[config.mk]
export PLATFORM = sky130hd
export DESIGN_NAME = alu_mc
export DESIGN_NICKNAME = d
export VERILOG_FILES = /design/src/rtl/alu_pkg.sv /design/src/rtl/alu_iter_unit.sv /design/src/rtl/alu_mc.sv
export SDC_FILE = /design/constraint.sdc
export NUM_CORES = 1
export LEC_CHECK = 0
export CAP_MARGIN = 20
export CORE_MARGIN = 2
export CORE_UTILIZATION = 31
export DETAILED_ROUTE_END_ITERATION = 8
export PLACE_DENSITY_LB_ADDON = 0.15
export SLEW_MARGIN = 30
export SYNTH_ARGS = -nofsm -noshare
export SYNTH_HDL_FRONTEND = slang
export SYNTH_SLANG_ARGS = --single-unit
[constraint.sdc]
create_clock -name clk -period 9.05 [get_ports clk]
set_input_delay 0.905 -clock clk [delete_from_list [all_inputs] [get_ports clk]]
set_output_delay 0.905 -clock clk [all_outputs]
set_load 0.01 [all_outputs]
[src/rtl/alu_pkg.sv]
// Shared definitions for the multi-cycle ALU: opcodes, FSM states,
// iterative-engine modes and status-flag bit positions.
package alu_pkg;

  localparam logic [4:0] OP_LD  = 5'h01;
  localparam logic [4:0] OP_ST  = 5'h02;
  localparam logic [4:0] OP_ADD = 5'h03;
  localparam logic [4:0] OP_SUB = 5'h04;
  localparam logic [4:0] OP_AND = 5'h05;
  localparam logic [4:0] OP_OR  = 5'h06;
  localparam logic [4:0] OP_XOR = 5'h07;
  localparam logic [4:0] OP_NOT = 5'h08;
  localparam logic [4:0] OP_SL  = 5'h09;
  localparam logic [4:0] OP_SR  = 5'h0A;
  localparam logic [4:0] OP_MUL = 5'h0B;
  localparam logic [4:0] OP_CMP = 5'h0C;
  localparam logic [4:0] OP_BZ  = 5'h10;
  localparam logic [4:0] OP_BNZ = 5'h11;
  localparam logic [4:0] OP_BRA = 5'h12;

  typedef enum logic [1:0] {
    ST_IDLE,
    ST_EXEC,
    ST_DONE
  } state_e;

  typedef enum logic [1:0] {
    IT_SHL,
    IT_SHR,
    IT_MUL
  } iter_mode_e;

  localparam int FLAG_Z = 0;
  localparam int FLAG_N = 1;
  localparam int FLAG_C = 2;
  localparam int FLAG_V = 3;
  localparam int FLAG_H = 4;
  localparam int NFLAGS = 5;

endpackage

[src/rtl/alu_iter_unit.sv]
// Iterative engine: one-bit-per-cycle logical shifter and unsigned
// shift-add multiplier. Exposes the value of the step in flight so the
// caller can commit the final step on the same edge it happens.
module alu_iter_unit
  import alu_pkg::*;
#(
  parameter int WIDTH = 32
) (
  input  logic                          clk,
  input  logic                          rst_n,
  input  logic                          start,
  input  iter_mode_e                    mode,
  input  logic [WIDTH-1:0]              a,
  input  logic [WIDTH-1:0]              b,
  input  logic [$clog2(WIDTH):0]        amt,
  output logic                          last,
  output logic [WIDTH-1:0]              res_step,
  output logic                          cout_step,
  output logic                          half_bit,
  output logic                          hi_nz
);

  localparam int SHW = $clog2(WIDTH) + 1;
  localparam int HB  = WIDTH / 2;

  logic [2*WIDTH-1:0] d_q;
  logic [2*WIDTH-1:0] d_step;
  logic [WIDTH-1:0]   mcand_q;
  logic [WIDTH:0]     madd;
  logic [SHW-1:0]     cnt_q;
  logic               busy_q;
  iter_mode_e         mode_q;

  always_ff @(posedge clk or negedge rst_n) begin
    if (!rst_n) begin
      busy_q <= 1'b0;
      cnt_q  <= '0;
      mode_q <= IT_SHL;
    end else if (start) begin
      busy_q <= 1'b1;
      cnt_q  <= amt;
      mode_q <= mode;
    end else if (busy_q) begin
      cnt_q <= cnt_q - SHW'(1);
      if (cnt_q == SHW'(1)) busy_q <= 1'b0;
    end
  end

  // Multiplier layout: upper half = partial product, lower half = multiplier bits
  always_ff @(posedge clk) begin
    if (start) begin
      d_q     <= (mode == IT_MUL) ? {{WIDTH{1'b0}}, b} : {{WIDTH{1'b0}}, a};
      mcand_q <= a;
    end else if (busy_q) begin
      d_q <= d_step;
    end
  end

  always_comb begin
    madd   = {1'b0, d_q[2*WIDTH-1:WIDTH]}
           + (d_q[0] ? {1'b0, mcand_q} : {(WIDTH+1){1'b0}});
    d_step = d_q;
    case (mode_q)
      IT_SHL:  d_step = {{WIDTH{1'b0}}, d_q[WIDTH-2:0], 1'b0};
      IT_SHR:  d_step = {{WIDTH{1'b0}}, 1'b0, d_q[WIDTH-1:1]};
      IT_MUL:  d_step = {madd, d_q[WIDTH-1:1]};
      default: d_step = d_q;
    endcase
  end

  assign last      = busy_q && (cnt_q == SHW'(1));
  assign res_step  = d_step[WIDTH-1:0];
  assign hi_nz     = |d_step[2*WIDTH-1:WIDTH];
  assign cout_step = (mode_q == IT_SHL) ? d_q[WIDTH-1] : d_q[0];
  assign half_bit  = (mode_q == IT_SHL) ? d_q[HB-1] : d_q[HB];

endmodule

[src/rtl/alu_mc.sv]
// Multi-cycle ALU with valid/ready handshakes, persistent status flags,
// iterative shift/multiply, compare, branch resolution and illegal-op report.
module alu_mc
  import alu_pkg::*;
#(
  parameter int WIDTH = 32
) (
  input  logic             clk,
  input  logic             rst_n,
  input  logic             in_valid,
  output logic             in_ready,
  input  logic [WIDTH-1:0] a,
  input  logic [WIDTH-1:0] b,
  input  logic [4:0]       op,
  output logic             out_valid,
  input  logic             out_ready,
  output logic [WIDTH-1:0] result,
  output logic             branch_taken,
  output logic             illegal,
  output logic             zflag,
  output logic             nflag,
  output logic             cflag,
  output logic             vflag,
  output logic             hflag,
  output logic             sflag
);

  localparam int SHW = $clog2(WIDTH) + 1;
  localparam int MSB = WIDTH - 1;
  localparam int HB  = WIDTH / 2;

  state_e                 state_q, state_d;
  logic                   run_q;
  logic [WIDTH-1:0]       result_q;
  logic [NFLAGS-1:0]      flags_q;
  logic                   taken_q, illegal_q;
  logic                   mul_q, a_msb_q;

  logic                   accept, start, commit_sc, commit_it;
  logic [WIDTH-1:0]       sc_res;
  logic [NFLAGS-1:0]      sc_flags;
  logic                   sc_taken, sc_illegal, sc_multi;
  iter_mode_e             it_mode;
  logic [SHW-1:0]         amt, it_amt;
  logic [WIDTH:0]         add_w, sub_w;
  logic [HB:0]            add_lo, sub_lo;
  logic signed [WIDTH:0]  sadd, ssub;
  logic [NFLAGS-1:0]      add_flags, sub_flags, it_flags;

  logic                   it_last, it_cout, it_half, it_hi_nz;
  logic [WIDTH-1:0]       it_res;

  function automatic logic [NFLAGS-1:0] mk_flags(input logic [WIDTH-1:0] r,
                                                 input logic c,
                                                 input logic v,
                                                 input logic h);
    logic [NFLAGS-1:0] f;
    f         = '0;
    f[FLAG_Z] = (r == '0);
    f[FLAG_N] = r[MSB];
    f[FLAG_C] = c;
    f[FLAG_V] = v;
    f[FLAG_H] = h;
    return f;
  endfunction

  function automatic logic [SHW-1:0] clamp_amt(input logic [SHW-1:0] raw);
    return (raw > SHW'(WIDTH)) ? SHW'(WIDTH) : raw;
  endfunction

  assign in_ready  = run_q && (state_q == ST_IDLE);
  assign accept    = in_valid && in_ready;
  assign out_valid = (state_q == ST_DONE);

  // Single-cycle arithmetic; overflow taken from a sign-extended signed sum
  always_comb begin
    add_w     = {1'b0, a} + {1'b0, b};
    sub_w     = {1'b0, a} - {1'b0, b};
    add_lo    = {1'b0, a[HB-1:0]} + {1'b0, b[HB-1:0]};
    sub_lo    = {1'b0, a[HB-1:0]} - {1'b0, b[HB-1:0]};
    sadd      = $signed({a[MSB], a}) + $signed({b[MSB], b});
    ssub      = $signed({a[MSB], a}) - $signed({b[MSB], b});
    add_flags = mk_flags(add_w[WIDTH-1:0], add_w[WIDTH], sadd[WIDTH] ^ sadd[WIDTH-1], add_lo[HB]);
    sub_flags = mk_flags(sub_w[WIDTH-1:0], sub_w[WIDTH], ssub[WIDTH] ^ ssub[WIDTH-1], sub_lo[HB]);
  end

  assign amt    = clamp_amt(b[SHW-1:0]);
  assign it_amt = (op == OP_MUL) ? SHW'(WIDTH) : amt;

  always_comb begin
    sc_res     = '0;
    sc_flags   = flags_q;
    sc_taken   = 1'b0;
    sc_illegal = 1'b0;
    sc_multi   = 1'b0;
    it_mode    = IT_SHL;
    case (op)
      OP_LD:  sc_res = b;
      OP_ST:  sc_res = a;
      OP_ADD: begin sc_res = add_w[WIDTH-1:0]; sc_flags = add_flags; end
      OP_SUB: begin sc_res = sub_w[WIDTH-1:0]; sc_flags = sub_flags; end
      OP_AND: begin sc_res = a & b; sc_flags = mk_flags(a & b, 1'b0, 1'b0, 1'b0); end
      OP_OR:  begin sc_res = a | b; sc_flags = mk_flags(a | b, 1'b0, 1'b0, 1'b0); end
      OP_XOR: begin sc_res = a ^ b; sc_flags = mk_flags(a ^ b, 1'b0, 1'b0, 1'b0); end
      OP_NOT: begin sc_res = ~a;    sc_flags = mk_flags(~a, 1'b0, 1'b0, 1'b0); end
      OP_SL, OP_SR: begin
        it_mode = (op == OP_SL) ? IT_SHL : IT_SHR;
        if (amt == '0) begin
          sc_res   = a;
          sc_flags = mk_flags(a, 1'b0, 1'b0, 1'b0);
        end else begin
          sc_multi = 1'b1;
        end
      end
      OP_MUL: begin sc_multi = 1'b1; it_mode = IT_MUL; end
      OP_CMP: begin sc_res = a; sc_flags = sub_flags; end
      OP_BZ, OP_BNZ: begin
        sc_taken = (op == OP_BZ) ? flags_q[FLAG_Z] : !flags_q[FLAG_Z];
        sc_res   = sc_taken ? a : b;
      end
      OP_BRA: begin sc_res = a; sc_taken = 1'b1; end
      default: sc_illegal = 1'b1;
    endcase
  end

  alu_iter_unit #(.WIDTH(WIDTH)) u_iter (
    .clk       (clk),
    .rst_n     (rst_n),
    .start     (start),
    .mode      (it_mode),
    .a         (a),
    .b         (b),
    .amt       (it_amt),
    .last      (it_last),
    .res_step  (it_res),
    .cout_step (it_cout),
    .half_bit  (it_half),
    .hi_nz     (it_hi_nz)
  );

  assign it_flags = mk_flags(it_res,
                             mul_q ? it_hi_nz : it_cout,
                             mul_q ? it_hi_nz : (a_msb_q ^ it_res[MSB]),
                             mul_q ? 1'b0 : it_half);

  // FSM: state register and next-state/control decode
  always_ff @(posedge clk or negedge rst_n) begin
    if (!rst_n) begin
      state_q <= ST_IDLE;
      run_q   <= 1'b0;
    end else begin
      state_q <= state_d;
      run_q   <= 1'b1;
    end
  end

  always_comb begin
    state_d   = state_q;
    start     = 1'b0;
    commit_sc = 1'b0;
    commit_it = 1'b0;
    case (state_q)
      ST_IDLE: if (accept) begin
        if (sc_multi) begin
          start   = 1'b1;
          state_d = ST_EXEC;
        end else begin
          commit_sc = 1'b1;
          state_d   = ST_DONE;
        end
      end
      ST_EXEC: if (it_last) begin
        commit_it = 1'b1;
        state_d   = ST_DONE;
      end
      ST_DONE: if (out_ready) state_d = ST_IDLE;
      default: state_d = ST_IDLE;
    endcase
  end

  always_ff @(posedge clk or negedge rst_n) begin
    if (!rst_n) begin
      result_q  <= '0;
      flags_q   <= '0;
      taken_q   <= 1'b0;
      illegal_q <= 1'b0;
    end else if (commit_sc) begin
      result_q  <= sc_res;
      flags_q   <= sc_flags;
      taken_q   <= sc_taken;
      illegal_q <= sc_illegal;
    end else if (commit_it) begin
      result_q  <= it_res;
      flags_q   <= it_flags;
      taken_q   <= 1'b0;
      illegal_q <= 1'b0;
    end
  end

  always_ff @(posedge clk) begin
    if (start) begin
      mul_q   <= (op == OP_MUL);
      a_msb_q <= a[MSB];
    end
  end

  assign result       = result_q;
  assign branch_taken = taken_q;
  assign illegal      = illegal_q;
  assign zflag        = flags_q[FLAG_Z];
  assign nflag        = flags_q[FLAG_N];
  assign cflag        = flags_q[FLAG_C];
  assign vflag        = flags_q[FLAG_V];
  assign hflag        = flags_q[FLAG_H];
  assign sflag        = flags_q[FLAG_N] ^ flags_q[FLAG_V];

endmodule
==> results of run 1 <==
stage by stage:
stage          hold slack (ns)  instance area [sq um]  utilization [%]  instances  total power, mW
2_1_floorplan           0.4589                  17200                -       2255            2.650
3_3_place_gp            0.4830                  18970            34.49       3000            3.430
3_5_place_dp            0.4852                  18980            34.52       3001            3.441
4_1_cts                 0.4995                  19570            35.60       3033            4.209
5_1_grt                 0.5103                  19570            35.60       3033            4.500
6_report                0.4972                  19580            35.61       3035            4.221
cell usage in the layout, fill, tap and decap left out, drive strengths merged, types with 24 or more instances in the layout:
cell | netlist | layout
nor2 | 241 | 241
a21oi | 199 | 199
o21ai | 186 | 186
nand2 | 181 | 181
ha | 146 | 146
inv | 117 | 118
clkdlybuf4s50 | 0 | 113
edfxtp | 97 | 97
xnor2 | 68 | 68
nor3 | 60 | 60
dfrtp | 51 | 51
and2 | 49 | 49
nand3 | 47 | 47
nand2b | 45 | 45
nand4 | 44 | 44
nor4 | 36 | 36
a21o | 34 | 34
o31ai | 33 | 33
a221oi | 32 | 32
mux2i | 29 | 29
nor2b | 29 | 29
buf | 34 | 29
o211ai | 27 | 27
o21a | 25 | 25
o22ai | 24 | 24
state kept, by name, indices dropped and copies added (netlist names):
signal / cells
branch_taken: 1
flags_q: 5
illegal: 1
mul_q: 1
result: 32
run_q: 1
state_q: 2
u_iter.busy_q: 1
u_iter.cnt_q: 6
u_iter.d_q: 64
u_iter.mcand_q: 32
u_iter.mode_q: 2
report_power, final:
group | internal (mW) | leakage (nW) | switching (mW)
Clock | 0.447 | 0.283 | 0.306
Combinational | 0.839 | 5.74 | 1.35
Sequential | 1.02 | 1.57 | 0.257
Total | 2.31 | 7.59 | 1.91
cells by family (layout without fill, tap and decap cells):
family                     after synthesis  after routing  synth area share, %
buffers and inverters                  261            291                5.819
muxes                                   38             38                2.277
DFF                                    148            148                24.35
xor gates and xnor gates                87             87                4.430
other                                    1              3              0.02180
adders and majority gates              149            149                10.97
AOI/OAI and AO/OA                      751            751                28.47
and+or+nand+nor                        820            820                23.66
worst max-delay path, stage by stage:
cell,delay (ns)
clkdlybuf4s50_1,0.99
nor3b_1,0.27
nand3_2,0.14
buf_4,0.59
o311a_2,0.66
nor2_1,0.15
a31oi_2,0.57
nor2_1,0.08
a211oi_1,0.61
nand4_1,0.16
nor4_1,0.44
o2111ai_1,0.17
nand3_1,0.12
path summary, 6_finish.rpt:
kind	start	end	slack (ns)
setup / recovery	op[2]	flags_q[0]$_DFFE_PN0P_	3.56
hold / removal	result[25]$_DFFE_PN0P_	result[25]$_DFFE_PN0P_	0.50
setup reg to reg	u_iter.mode_q[0]$_DFFE_PN0P_	flags_q[0]$_DFFE_PN0P_	3.93
hold reg to reg	result[25]$_DFFE_PN0P_	result[25]$_DFFE_PN0P_	0.50
max in group asynchronous	rst_n	u_iter.mode_q[0]$_DFFE_PN0P_	7.82
min in group asynchronous	rst_n	result[24]$_DFFE_PN0P_	0.60
layer usage:
metal | global-route usage, % | vias up | routed length (um)
met4 | 10.85 | 0 | 3122
met3 | 4.886 | 149 | 5900
li1 | - | 8377 | -
met5 | 0 | - | 0
met1 | 37.11 | 8982 | 34960
met2 | 43.56 | 852 | 36170
cells in the mapped netlist, types with 15 or more instances:
cell      number  area (sq um)
and2_1        46         287.8
nor2b_1       29         181.4
o21ai_0      185         925.9
dfrtp_1       51          1276
o22ai_1       24         150.1
nor2_1       241         904.6
o211ai_1      26         195.2
nand2b_1      45         281.5
a221oi_1      32         280.3
o31ai_1       31         232.7
xor2_1        19         166.4
buf_2         17         85.08
mux2i_1       29         290.3
o21a_1        25         187.7
ha_1         146          1827
nor3_1        59         295.3
a21oi_1      198         991.0
nand2_1      179         671.9
xnor2_1       68         595.6
nand4_1       44         275.3
nand3_1       47         235.2
a211oi_1      23         172.7
edfxtp_1      97          2913
clkbuf_1     110         412.9
a21o_1        32         240.2
a31oi_1       21         131.4
and3_1        15         93.84
buf_1         17         63.81
inv_1        117         439.2
nor4_1        36         225.2
area by class of cell:
| class | instances | share of cell area [%] |
|---|---|---|
| diodes | 2 | 0.02556 |
| clock buffers | 23 | 2.390 |
| clock inverters | 9 | 0.6454 |
| inverters | 117 | 2.243 |
| multi-input cells | 1846 | 61.60 |
| flip-flops and latches | 148 | 21.42 |
| well taps | 748 | 4.780 |
| repair buffers | 142 | 6.895 |
==> impl_metrics.csv, run 1 <==
group,metric,value,unit
synthesis,ys_ff_latch,148,
timing,max_slew_margin,28.13,%
clock_tree,insertion_delay,0.45,ns
clock_tree,cts_tree,"built",
clock_tree,htree_levels,4,
placement,gp_congestion,0.9884,
synthesis,async_reset_ff_share,34.46,%
routing,vias_per_cell,6.049,
routing,finalWirelength,80160,um
final_layout,regArea,0.004194,sq mm
global_route,antenna_found_initial,3,
synthesis,ys_types,95,
min_path,hold_class,"reg2reg",
timing,fmax,0.1821,GHz
routing,antenna_left,0,
setup_path,arrival,5.89,ns
synthesis,syn_avg_cell_area,7.628,sq um
timing,finalSetupViolCount,0,
global_route,grt.total_usage,27.54,%
final_layout,multiInputGateArea,0.01206,sq mm
status,status,"complete, no violations",
floorplanning,die_w,239.6,um
timing,period_share,60.69,%
floorplanning,rows,86,
setup_path,rr_worst_depth,11,
placement,numPortBuffers,114,
final_layout,syn2layout_area_growth,13.82,%
timing,tightest_slew,1.076,ns
synthesis,ys_warn_count,0,
floorplanning,design.core.area,0.05499,sq mm
global_route,grt_max_degree,72,
synthesis,syn-cell-area,0.01720,sq mm
placement,place_ws,3.242,ns
clock_tree,clock_path_buffers,2,
timing,finClkSkew,0.02149,ns
routing,drt_iter0_drc,2212,
power_and_ir_drop,power_per_cell_area,215.6,mW/mm^2
clock_tree,clock-sinks,148,
synthesis,syn_inst,2255,
synthesis,synth_edf_count,97,
floorplanning,initial_core_util,31.28,%
final_layout,fillCellCount,5839,
final_layout,final_layout_size_suffix_gt1_share,5.252,%
synthesis,yosysSeqAreaShare,24.35,%
floorplanning,io_pins,115,
min_path,hold_path_depth,1,
routing,vias,18360,
clock_tree,cts_root_buf,"clkbuf_16",
power_and_ir_drop,ir_worst_vdd,131.5,uV
setup_path,worstPathRequired,9.44,ns
global_route,grt_pass1_vias,17520,
setup_path,crit_path_start_kind,"input pin",
clock_tree,cts_resized,0,
routing,drtPass1Iterations,5,
timing,finalHoldViolations,0,
final_layout,final_nets,2494,
clock_tree,cts-buffers-inserted,17,
setup_path,crit_path_end_kind,"register",
power_and_ir_drop,power_leakage,7.590,nW
setup_path,worstSetupPathType,"in2reg",
floorplanning,die_area,0.05739,sq mm
floorplanning,die_height,239.6,um
global_route,overflow,0,
synthesis,ys.flop_type,"edfxtp_1",
flow_run,maxCapViolCount,0,
timing,rsz0062_at_grt,"false",
clock_tree,postCtsSetupRepairBufs,0,
timing,setup_tns,0,ns
routing,wire_per_inst,26.41,um
timing,layout_setup_ws,3.557,ns
setup_path,worstPathMaxFanout,66,
synthesis,synthesis.nets,2477,
clock_tree,path_clk_slew,0.08,ns
clock_tree,hold_buffers,0,
timing,min_period,5.493,ns
routing,drc,0,
timing,slew_viol_final,0,
global_route,grt_first_pass_wirelength,117200,um
placement,dp_hpwl,61150,um
Note: power is estimated with default switching activity, not from simulation.
==> inputs of run 2 (changes only) <==
Clock period 9.05 ns to 5.7 ns, I/O delays scaled along.
==> run 2 against run 1 <==
Sequential power rose by 59%. Setup slack worse by 3.0 ns. First-iteration DRC count grew 1.4%. Power is 59% higher. Critical path type unchanged. Global-route usage grew 0.39 points. Largest cell class unchanged. Highest routed layer is now met5. Clock power is 51% higher. Register-to-register slack lost 3.4 ns. Non-clock buffer count grew 60. Design area rose by 2.2%. Clock skew fell by 0.0075 ns. Wire length grew 2.0%.
==> impl_metrics.csv, run 2 (same netlist as run 1, synthesis figures left out) <==
group,metric,value,unit
status,status,"complete, no violations",
timing,rsz0062_at_grt,"false",
setup_path,critPathSlowestCell,"clkdlybuf4s50_1",
timing,fmax,0.1926,GHz
timing,slew_viol_final,0,
clock_tree,cts_resized,0,
placement,dp_hpwl,64060,um
placement,numPortBuffers,114,
routing,antenna_left,0,
setup_path,max_stage_delay,0.65,ns
floorplanning,design.core.area,0.05499,sq mm
placement,gp_congestion,0.9796,
timing,min_period,5.191,ns
clock_tree,postCtsSetupRepairBufs,0,
clock_tree,clock-sinks,148,
final_layout,final_layout_size_suffix_gt1_share,7.932,%
routing,vias,18590,
clock_tree,cts_tree,"built",
setup_path,worstPathMaxFanout,13,
routing,wire_per_inst,26.42,um
timing,finalHoldViolations,0,
floorplanning,die_area,0.05739,sq mm
global_route,overflow,0,
global_route,grt.total_usage,27.94,%
setup_path,worstPathRequired,6.08,ns
timing,finClkSkew,0.01398,ns
timing,layout_setup_ws,0.5086,ns
setup_path,rrSetupSlack,0.57,ns
routing,wl_met2,36350,um
setup_path,worstReg2RegEnd,"flags_q[0]$_DFFE_PN0P_",
floorplanning,die_height,239.6,um
final_layout,stdcell_count,3094,
power_and_ir_drop,power_per_cell_area,334.7,mW/mm^2
timing,max_slew_margin,40.20,%
floorplanning,initial_core_util,31.28,%
final_layout,largest_reg_flops,64,
final_layout,largest_register,"u_iter.d_q",
timing,period_share,91.08,%
global_route,grt_first_pass_wirelength,118100,um
setup_path,rr_worst_depth,12,
routing,wl_met3,5896,um
clock_tree,htree_levels,4,
global_route,antenna_found_initial,1,
routing,drtPass1Iterations,6,
setup_path,crit_chain,"clkdlybuf4s50_1 > inv_1 > ha_1 > or4_1 > nor3_2 > o21ai_0 > a311oi_1 > o31ai_2 > a211oi_1 > a21oi_1 > nor4_1 > nor4b_1 > o2111ai_1 > nand3_1",
timing,tightest_slew,0.8889,ns
floorplanning,io_pins,115,
global_route,grt_max_degree,87,
clock_tree,cts_root_buf,"clkbuf_16",
setup_path,crit_path_end,"flags_q[0]$_DFFE_PN0P_",
power_and_ir_drop,power_leakage,7.876,nW
timing,finalSetupViolCount,0,
final_layout,final_nets,2554,
clock_tree,clock_path_buffers,2,
clock_tree,path_clk_slew,0.07,ns
final_layout,mostFrequentLayoutCells,"nor2_1, a21oi_1, o21ai_0",
power_and_ir_drop,ir_worst_vdd,236.9,uV
min_path,hold_class,"in2async",
final_layout,syn2layout_area_growth,16.27,%
timing,hold_slack,0.2383,ns
flow_run,maxCapViolCount,0,
routing,routed.top_layer,"met5",
clock_tree,hold_buffers,0,
routing,drc,0,
timing,setup_tns,0,ns
placement,dp.cells,3061,
setup_path,worstSetupPathType,"in2reg",
routing,finalWirelength,81740,um
setup_path,crit_path_end_kind,"register",
routing,met1_length,36100,um
setup_path,startpoint,"b[13]",
floorplanning,die_w,239.6,um
placement,place_ws,0.2865,ns
clock_tree,insertion_delay,0.45,ns
floorplanning,rows,86,
setup_path,crit_path_start_kind,"input pin",
final_layout,final_common_cell,"nor2_1",
clock_tree,cts-buffers-inserted,17,
routing,vias_per_cell,6.009,
routing,drt_iter0_drc,2242,
global_route,grt_pass1_vias,17260,
setup_path,arrival,5.57,ns
setup_path,r2r-start,"u_iter.mode_q[0]$_DFFE_PN0P_",
run 2: layout make-up:
type                    count  area (sq um)
flip-flops and latches    148          4194
diodes                      1         2.502
fillers                  5832         34980
clock buffers              18         450.4
multi-input cells        1846         12050
repair buffers            202          1797
clock inverters            14         135.1
inverters                 117         439.2
well taps                 748         935.9
run 2: worst min path at each step:
stage	slack [ns]	depth (start not counted)	to
floorplan	0.27	0	branch_taken$_DFFE_PN0P_
global placement	0.48	1	result[29]$_DFFE_PN0P_
detailed placement	0.48	1	result[22]$_DFFE_PN0P_
CTS	0.26	2	result[26]$_DFFE_PN0P_
global route	0.30	2	result[26]$_DFFE_PN0P_
finish	0.24	2	result[26]$_DFFE_PN0P_
run 2: power breakdown:
group	total (mW)	switching [mW]	internal [mW]
Sequential	2.04	0.424	1.62
Combinational	3.51	2.14	1.37
Clock	1.14	0.537	0.605
run 2: critical path, delay by kind of cell:
| family | cells | cell delay, ns |
|---|---|---|
| adder cells (fa/ha/maj) | 1 | 0.51 |
| AND/OR/NAND/NOR | 5 | 1.95 |
| buffers and inverters | 2 | 0.83 |
| AO/OA/AOI/OAI | 6 | 1.70 |
run 2: per-stage QoR:
stage / cell area (sq um) / util [%] / power, mW
after detailed placement: 19410 / 35.30 / 5.503
after global placement: 19400 / 35.29 / 5.485
after CTS: 19990 / 36.36 / 6.672
final: 20000 / 36.37 / 6.694
after floorplan: 17200 / - / 4.208
after global routing: 20000 / 36.37 / 7.126
run 2: per-layer routing:
metal	up-vias	global-route usage [%]
met5	-	0
met3	140	2.985
met1	9036	38.92
li1	8511	-
met4	2	10.47
met2	902	44.36
==> inputs of run 3 (changes only) <==
Settings changed: CORE_MARGIN 2 to 10.
==> run 3 against run 2 <==
Design area grew 0.14%. Via count is 1.2% higher. Utilization increased by 0.052 points. Count of clock-buffer cells in the layout did not move. Maximum frequency decreased by 0.40%. Cell count about the same. Sequential cell count is the same.
==> impl_metrics.csv, run 3 (same netlist as run 1, synthesis figures left out) <==
group,metric,value,unit
timing,hold_slack,0.2531,ns
global_route,top_usage_layer,"met2",
placement,dp_hpwl,65090,um
setup_path,worstSetupPathType,"in2reg",
final_layout,syn2layout_area_growth,16.44,%
timing,setup_tns,0,ns
timing,slew_viol_final,0,
routing,vias,18810,
routing,finalWirelength,83340,um
routing,antenna_left,0,
final_layout,final_nets,2556,
clock_tree,clock_path_buffers,2,
global_route,grtUsageMet3,3.883,%
placement,gp_congestion,1.021,
power_and_ir_drop,power_per_cell_area,337.7,mW/mm^2
power_and_ir_drop,ir_worst_vdd,186.2,uV
min_path,hold_class,"in2async",
floorplanning,io_pins,115,
floorplanning,die_area,0.06531,sq mm
setup_path,rrSetupSlack,0.79,ns
final_layout,largest_register,"u_iter.d_q",
final_layout,final_cell_area,0.02003,sq mm
timing,period_share,91.44,%
final_layout,final_layout_size_suffix_gt1_share,7.840,%
routing,drt_iter0_drc,2101,
setup_path,crit_path_end_kind,"register",
clock_tree,insertion_delay,0.45,ns
setup_path,rr_worst_depth,13,
floorplanning,die_height,255.6,um
power_and_ir_drop,power_leakage,7.887,nW
placement,numPortBuffers,114,
clock_tree,cts_root_buf,"clkbuf_16",
timing,fmax,0.1919,GHz
final_layout,mostFrequentLayoutCells,"nor2_1, a21oi_1, o21ai_0",
timing,finClkSkew,0.01165,ns
clock_tree,postCtsSetupRepairBufs,0,
global_route,grt_pass1_vias,18150,
setup_path,worstPathRequired,6.08,ns
timing,tightest_slew,1.022,ns
global_route,grt_use_met2,39.67,%
final_layout,fillCellCount,5734,
clock_tree,hold_buffers,0,
flow_run,maxCapViolCount,0,
timing,finalHoldViolations,0,
final_layout,largest_reg_flops,64,
routing,wire_per_inst,26.93,um
clock_tree,cts-buffers-inserted,17,
clock_tree,htree_levels,4,
timing,min_period,5.212,ns
floorplanning,design.core.area,0.05499,sq mm
final_layout,num_antenna_cells,0,
clock_tree,cts_resized,0,
floorplanning,initial_core_util,31.28,%
global_route,grt_max_degree,75,
setup_path,r2r-start,"u_iter.mode_q[0]$_DFFE_PN0P_",
status,status,"complete, no violations",
global_route,overflow,0,
floorplanning,die_w,255.6,um
placement,place_area,0.01944,sq mm
clock_tree,clock-sinks,148,
setup_path,crit_path_start_kind,"input pin",
final_layout,final_common_cell,"nor2_1",
routing,drc,0,
global_route,antenna_found_initial,0,
clock_tree,cts_tree,"built",
global_route,grtUsageMet1,32.08,%
timing,finalSetupViolCount,0,
floorplanning,rows,86,
timing,rsz0062_at_grt,"false",
clock_tree,path_clk_slew,0.07,ns
global_route,grt_first_pass_wirelength,121900,um
routing,vias_per_cell,6.076,
timing,max_slew_margin,31.22,%
setup_path,arrival,5.59,ns
setup_path,worstReg2RegEnd,"flags_q[0]$_DFFE_PN0P_",
setup_path,worstPathMaxFanout,21,
routing,drtPass1Iterations,6,
global_route,grt.total_usage,24.36,%
[run 3: changes by cell type in the layout (fill, tap and decap cells not counted), moves of 2 or more]
| cell | before | now |
|---|---|---|
| clkinv_1 | 0 | 2 |
| clkinv_2 | 0 | 3 |
| inv_8 | 4 | 0 |
| inv_6 | 4 | 1 |
| bufinv_16 | 0 | 3 |
[run 3: how the worst max path moves through the flow]
stage	from	endpoint	slack, ns	cells after the start
after floorplan	op[4]	flags_q[4]$_DFFE_PN0P_	1.81	15
after global placement	b[1]	flags_q[0]$_DFFE_PN0P_	0.29	12
after detailed placement	b[12]	flags_q[3]$_DFFE_PN0P_	0.28	14
after CTS	b[1]	flags_q[0]$_DFFE_PN0P_	0.74	12
after global routing	u_iter.mode_q[0]$_DFFE_PN0P_	flags_q[0]$_DFFE_PN0P_	0.49	13
final	b[1]	flags_q[0]$_DFFE_PN0P_	0.49	12
[run 3: cell type report]
type / instances / area (sq um) / share of cell area (%)
Clock inverter: 14 / 161.4 / 0.8058
Multi-Input combinational cell: 1846 / 12050 / 60.14
Sequential cell: 148 / 4194 / 20.94
Timing Repair Buffer: 204 / 1824 / 9.108
Clock buffer: 18 / 429.2 / 2.143
Inverter: 117 / 439.2 / 2.193
Tap cell: 748 / 935.9 / 4.673
[run 3: worst max-delay path: stages]
cell	delay, ns
clkdlybuf4s50_1	0.68
or4_1	0.71
nor3_1	0.59
o311a_2	0.64
nor2_1	0.15
a31oi_2	0.51
nor2_1	0.09
a211oi_1	0.63
nand2b_1	0.21
nor4b_1	0.50
o2111ai_1	0.19
nand3_1	0.11
[run 3: routing by layer]
layer  share of wire (%)  wire length (um)
met1                  42             35410
met2                  46             38140
met3                 8.1              6755
met4                 3.6              3033
met5                   0                 0
[run 3: metrics by stage]
| stage | setup slack [ns] | util [%] | power (mW) | cells |
|---|---|---|---|---|
| 2_1_floorplan | 1.815 | - | 4.208 | 2255 |
| 3_3_place_gp | 0.2915 | 35.34 | 5.523 | 3063 |
| 5_1_grt | 0.4943 | 36.43 | 7.197 | 3095 |
| 4_1_cts | 0.7409 | 36.43 | 6.729 | 3095 |
| 6_report | 0.4876 | 36.43 | 6.763 | 3095 |
| 3_5_place_dp | 0.2842 | 35.35 | 5.536 | 3063 |
[run 3: where the power goes]
part	switching, mW	internal, mW
clock network	0.488	0.685
registers	0.429	1.62
logic	2.17	1.37
